$ cat config.mk
export PLATFORM = sky130hd
export DESIGN_NAME = mem_arbiter
export DESIGN_NICKNAME = d
export VERILOG_FILES = /design/src/rtl/riscv_pkg.sv /design/src/rtl/mem_arbiter.sv
export SDC_FILE = /design/constraint.sdc
export NUM_CORES = 1
export LEC_CHECK = 0
export CORE_AREA = 2 2 83 85
export DETAILED_ROUTE_END_ITERATION = 10
export DIE_AREA = 0 0 85 87
export GPL_ROUTABILITY_DRIVEN = 0
export MAX_ROUTING_LAYER = met4
export PLACE_DENSITY = 0.73
export SETUP_SLACK_MARGIN = 0.5
export SLEW_MARGIN = 20
export SYNTH_ARGS = -nofsm -noshare
export SYNTH_HDL_FRONTEND = slang
export SYNTH_SLANG_ARGS = --single-unit
$ cat constraint.sdc
create_clock -name clk -period 2.4 [get_ports clk]
set_input_delay 0.48 -clock clk [delete_from_list [all_inputs] [get_ports clk]]
set_output_delay 0.48 -clock clk [all_outputs]
set_load 0.02 [all_outputs]
$ cat src/rtl/riscv_pkg.sv
// Shared RISC-V core types: address/data widths plus the memory arbiter's
// byte-enable and owner types.
package riscv;

  typedef logic [11:0] addr_t;
  typedef logic [31:0] data_t;
  typedef logic [3:0]  be_t;

  typedef enum logic {
    OWN_IF,
    OWN_D
  } arb_owner_t;

endpackage

$ cat src/rtl/mem_arbiter.sv
// Single-port memory arbiter between instruction fetch and data ports, with
// fixed read latency and a starvation guard that eventually lets fetch win.
//
// state | meaning
// IDLE  | memory free; at most one grant per cycle, writes finish here
// WAIT  | read in flight for the registered owner; no grants issued
module mem_arbiter
  import riscv::*;
#(
  parameter int unsigned LATENCY    = 1,
  parameter int unsigned STARVE_MAX = 4
) (
  input  logic        clk,
  input  logic        rst_n,
  input  logic        if_req,
  input  addr_t       if_addr,
  output logic        if_gnt,
  output logic        if_rvalid,
  output data_t       if_rdata,
  input  logic        d_req,
  input  logic        d_we,
  input  addr_t       d_addr,
  input  data_t       d_wdata,
  input  be_t         d_be,
  output logic        d_gnt,
  output logic        d_rvalid,
  output data_t       d_rdata,
  output logic        mem_en,
  output logic        mem_we,
  output addr_t       mem_addr,
  output data_t       mem_wdata,
  output be_t         mem_be,
  input  data_t       mem_rdata
);

  typedef enum logic {
    IDLE,
    WAIT
  } state_t;

  localparam logic [2:0] LAT_LOAD   = 3'(LATENCY);
  localparam logic [3:0] STARVE_LIM = 4'(STARVE_MAX);

  state_t     state, state_nxt;
  arb_owner_t owner, owner_nxt;
  logic [2:0] lat_cnt, lat_cnt_nxt;
  logic [3:0] starve_cnt, starve_cnt_nxt;
  logic       rd_done;

  always_ff @(posedge clk or negedge rst_n) begin
    if (!rst_n) begin
      state      <= IDLE;
      owner      <= OWN_IF;
      lat_cnt    <= '0;
      starve_cnt <= '0;
    end else begin
      state      <= state_nxt;
      owner      <= owner_nxt;
      lat_cnt    <= lat_cnt_nxt;
      starve_cnt <= starve_cnt_nxt;
    end
  end

  always_comb begin
    state_nxt      = state;
    owner_nxt      = owner;
    lat_cnt_nxt    = lat_cnt;
    starve_cnt_nxt = starve_cnt;
    if_gnt         = 1'b0;
    d_gnt          = 1'b0;
    mem_en         = 1'b0;
    mem_we         = 1'b0;
    mem_addr       = '0;
    mem_wdata      = '0;
    mem_be         = '0;
    rd_done        = 1'b0;

    // rst_n gating keeps grants and the memory strobe quiet while held in reset
    if (state == IDLE && rst_n) begin
      if (d_req && starve_cnt < STARVE_LIM) begin
        d_gnt = 1'b1;
      end else if (if_req) begin
        if_gnt = 1'b1;
      end
    end

    if (d_gnt) begin
      mem_en    = 1'b1;
      mem_we    = d_we;
      mem_addr  = d_addr;
      mem_wdata = d_wdata;
      mem_be    = d_be;
      if (!d_we) begin
        state_nxt   = WAIT;
        owner_nxt   = OWN_D;
        lat_cnt_nxt = LAT_LOAD;
      end
    end else if (if_gnt) begin
      mem_en      = 1'b1;
      mem_addr    = if_addr;
      mem_be      = 4'hF;
      state_nxt   = WAIT;
      owner_nxt   = OWN_IF;
      lat_cnt_nxt = LAT_LOAD;
    end

    // the counter hits 0 on this cycle's decrement, so data returns now
    if (state == WAIT) begin
      lat_cnt_nxt = lat_cnt - 3'd1;
      if (lat_cnt == 3'd1) begin
        rd_done   = 1'b1;
        state_nxt = IDLE;
      end
    end

    if (!if_req || if_gnt) begin
      starve_cnt_nxt = '0;
    end else if (state == IDLE && starve_cnt < STARVE_LIM) begin
      starve_cnt_nxt = starve_cnt + 4'd1;
    end
  end

  assign if_rvalid = rd_done && (owner == OWN_IF);
  assign d_rvalid  = rd_done && (owner == OWN_D);
  assign if_rdata  = if_rvalid ? mem_rdata : '0;
  assign d_rdata   = d_rvalid ? mem_rdata : '0;

endmodule

======== Word level (Yosys, flattened, before mapping) ========
Index checks and enable logic that the tools add are counted.
storage, ports and cells
  register bits after elaboration ......... 9
  word-level logic and storage cells ...... 55
  output and inout port bits .............. 118
  bits of input ports ..................... 97
cells by class
  add/sub/neg operators ................... 2
  muxes and demuxes ....................... 31
  eq/ne operators ......................... 3
  reductions and logical operators ........ 12
  magnitude comparators ................... 1
  bitwise gates (word level) .............. 2
operators by type and width
  kind                                                                          number
  32-bit 2-to-1 mux                                                             3
  12-bit 2-to-1 mux                                                             2
  1-bit 2-to-1 mux                                                              18
  4-bit 2-to-1 mux                                                              4
  3-bit 2-to-1 mux                                                              4
  1-bit logical AND                                                             5
  4-bit by 1-bit adder with 4-bit output, second input constant                 1
  4-bit by 3-bit less-than comparator with 1-bit output, second input constant  1
  2-bit AND reduction                                                           2
  2-bit nonzero test                                                            2
  3-bit by 1-bit equality test with 1-bit output, second input constant         1
  3-bit by 2-bit != test with 1-bit output, second input constant               1
  3-bit nonzero test                                                            1
  3-bit by 1-bit subtractor with 3-bit output, second input constant            1
  2-bit != test, second input constant                                          1
  1-bit inverter                                                                2
  1-bit zero test                                                               1
  1-bit logical OR                                                              1

======== Longest topological paths before layout ========
  depth in word-level cells ............... 8
  gate-level depth with buffers ........... 6
  depth with buffers taken out ............ 5

======== Worst setup path after synthesis ========
OpenSTA, ideal clock, no wires.
  path kind ............................... input to output
  from .................................... in d_req
  to ...................................... out mem_be[0]
  setup slack ............................. 0.250 ns
  required time ........................... 1.920 ns
  cell stages on the path ................. 3
  path buffers ............................ 0
  arrival ................................. 1.670 ns
  path through ............................ or3b_4 > a21oi_1 > o21a_1
between the ends
  cells in the longest elaborated chain, start to end .. 5
  elaborated cells between the ends (all ways) .. 7
  those cells by class .................... 6 x mux; 1 x reduce/logical
RTL lines
  item                   line               RTL
  start, declared        mem_arbiter.sv:20  input logic d_req,
  1-bit logical AND (*)  mem_arbiter.sv:80  if (d_req && starve_cnt < STARVE_LIM) begin
  1-bit 2-to-1 mux       mem_arbiter.sv:80
  1-bit 2-to-1 mux       mem_arbiter.sv:79  if (state == IDLE && rst_n) begin
  4-bit 2-to-1 mux       mem_arbiter.sv:98  end else if (if_gnt) begin
  4-bit 2-to-1 mux (*)   mem_arbiter.sv:87  if (d_gnt) begin
  end, declared          mem_arbiter.sv:32  output be_t mem_be,
Mark *: on every way between the ends. The rest lies on a longest branch, timed or not.

======== Worst setup path in the final report ========
  from .................................... reg lat_cnt[1]
  to ...................................... out if_rdata[30]
between the ends
  cells in the longest elaborated chain, start to end .. 5
RTL lines
  item                                            line                RTL
  start, declared                                 mem_arbiter.sv:46   logic [2:0] lat_cnt, lat_cnt_nxt;
  start signal, assigned                          mem_arbiter.sv:59   lat_cnt <= lat_cnt_nxt;
  3-bit by 1-bit equality test with 1-bit output  mem_arbiter.sv:110  if (lat_cnt == 3'd1) begin
  1-bit 2-to-1 mux                                mem_arbiter.sv:110
  1-bit 2-to-1 mux                                mem_arbiter.sv:108  if (state == WAIT) begin
  1-bit logical AND                               mem_arbiter.sv:123  assign if_rvalid = rd_done && (owner == OWN_IF);
  32-bit 2-to-1 mux                               mem_arbiter.sv:125  assign if_rdata = if_rvalid ? mem_rdata : '0;
  end, declared                                   mem_arbiter.sv:19   output data_t if_rdata,
Every way passes these cells.

==> reports/qor.txt <==
Clock Path Buffers: 2
Avg Cell Area, Syn: 7.54 um2
ANT cells: 0
Setup CP Type: reg2out
Max-cap violations: 0
Worst-Skew Late Latency: 0.24 ns
DIE HEIGHT: 87 um
# hold bufs at CTS: 0
Syn. warnings: 0
Sequential area share after synthesis: 0.173
Finish-stage setup viols: 0
Worst Skew: 0.00596 ns
DP Area: 3830 um2
Area leader, netlist: and2_1
Vias in the first global route: 2,207
Most common cell in the netlist: and2_1
Final Hold Viols: 0
Root Driver: clkbuf_8
Max VDD drop: 0.511 mV
Clk sinks: 9
Crit start category: register
CTS tree: built
Synth unique cells: 30
Worst path required time: 1.92 ns
Worst R2R Path Depth: 6
Synth area leaders: and2_1, dfrtp_1, a22o_1
Die ar.: 7400 um2
WL final: 9.05 mm
Share of layout cells above drive strength 1: 0.644
GR Util met3: 0.0351
DIE WIDTH: 85 um
Core area: 6570 um2
ANT nets after route: 0
Grt peak-use layer: met2
Status: finished clean
Number of port buffers: 214
All-Layer GR Usage: 0.222
Worst-path maximum fanout: 8
Met1 usage: 0.257
Fmax: 426 MHz
Final instance area: 4780 um2
Slew Viols, Final: 0
Async SR Flop Fraction: 1.00
# DRC: 0
Clk slew on worst S/H paths: 0.05 ns
Period minus WS final: 2.35 ns
Worst Hold Class: in2async
#FFs+latches synth: 9
Place WS: -0.604 ns
Max incr delay on CP: 0.37 ns
Vias per cell: 4.36
Worst path slowest cell: dfrtp_1
I/O pin total: 215
Commonest cells post-synth: and2_1, a22o_1, dfrtp_1
Htree depth: 1
Final period util: 0.979
Crit-path cells: inv_2 > ha_4 > nand3b_1 > buf_4 > nor2_4 > buf_6 > buf_6 > buf_6 > buf_16 > and2_4 > buf_6
P&R area growth vs syn: 266%
# nets final: 539
Worst-Margin Slew: 0.558 ns
Share of the synthesized area in the top cell type: 0.465
Rows: 30
Syn Inst Count: 173
Initial antenna violation count: 0
Grt total ovfl: 0
Ys flop type: dfrtp_1
CP arrival: 1.87 ns
Drt pass-1 iters: 4
Number of flops mapped to enable cells by yosys: 0
Met2 usage: 0.404
Total CTS buffers: 3
Starting Density: 0.199
Final HPWL DP: 6.16 mm
Critical path's most frequent cell: buf_6
Via count: 2,260
RSZ-0062 raised after global routing: yes
CP Capture Type: primary output
First-pass GRT wire length: 12.6 mm
Largest net degree at the start of global routing: 17
Pwr/cell area: 618 nW/um2
Routed len/inst: 17.5 um
P_leak: 2.30 nW
Setup WS post-layout: 0.0514 ns
Net Count, Synth: 273
Initial DRC count: 38
Synth Cell Area: 1310 um2
Slew HR: 0.626
==> layer usage <==
metal | share of wire | vias up
met4 | 0.017 | 0
met1 | 0.37 | 1069
met2 | 0.55 | 88
li1 | - | 1091
met3 | 0.061 | 12
met5 | 0 | -
==> logic make-up (layout without fill, tap and decap cells) <==
family,Yosys count,in the layout,synth area share
simple gates,115,115,0.547
compound gates,24,24,0.163
buf+inv,19,284,0.0681
flops,9,9,0.173
fa+ha+maj,3,3,0.0288
xor+xnor,2,2,0.0134
mux,1,1,0.00767
==> cell usage in the layout (no fill, tap or decap), types with 2 or more instances in the layout <==
cell type        count
ha_1                 2
buf_8                3
buf_2                4
nand2b_1             2
and2_1              26
clkbuf_8             3
nor2_4               3
buf_12               8
nor2_1               3
o21a_1               2
dfrtp_1              9
nand2_1              2
and2_4              71
clkdlybuf4s50_1     94
inv_1                4
o31a_1               2
buf_6              122
buf_4               33
buf_16               7
a22o_4              12
clkbuf_16            2
==> worst max-delay path, delay by kind of cell, from the launching register on <==
| family | cells | cell delay (ns) |
|---|---|---|
| buf+inv | 7 | 0.76 |
| flops | 1 | 0.37 |
| simple gates | 3 | 0.36 |
| fa+ha+maj | 1 | 0.13 |
==> area by class of cell <==
cell class	instances	area, um2
clock buffers	3	41.3
repair buffers	275	3040
fillers	471	1790
flip-flops and latches	9	225
clock inverters	1	5.00
multi-input cells	145	1350
inverters	5	18.8
well taps	80	100
==> power breakdown <==
| group | internal [W] | switching, W |
|---|---|---|
| combinational | 0.00148 | 0.00102 |
| sequential | 0.000211 | 0.0000552 |
| clock | 0.000114 | 0.0000709 |
==> through the flow <==
step                utilization  total power (W)  hold WS (ns)  cells  setup TNS (ns)
floorplan                     -          0.00119         0.184    173               0
global placement          0.583          0.00196         0.513    470          -26.55
detailed placement        0.583          0.00199         0.524    470          -28.48
CTS                       0.698          0.00273         0.340    508               0
global route              0.728          0.00311         0.356    518         -0.0283
finish                    0.728          0.00296         0.356    518               0
==> repair_timing <==
item	4_1_cts	5_1_grt
pin swaps	28	22
cloned	7	2
endpoints found under the hold margin	0	0
setup buffers	27	8
setup endpoints to repair	122	121
resized for setup	711	73
==> path summary, 6_finish.rpt <==
check / to / slack [ns] / start
min: state / 0.36 / rst_n
min in group clk: starve_cnt[1] / 0.54 / starve_cnt[1]
max in group asynchronous: lat_cnt[1] / 1.90 / rst_n
min reg2reg: starve_cnt[1] / 0.54 / starve_cnt[1]
max: if_rdata[30] / 0.05 / lat_cnt[1]
max reg2reg: state / 0.53 / starve_cnt[2]
==> sequential cells by signal (all words and copies together), names as in the netlist <==
signal / flops
starve_cnt: 4
lat_cnt: 3
owner: 1
state: 1
(Power assumes the default switching activity.)
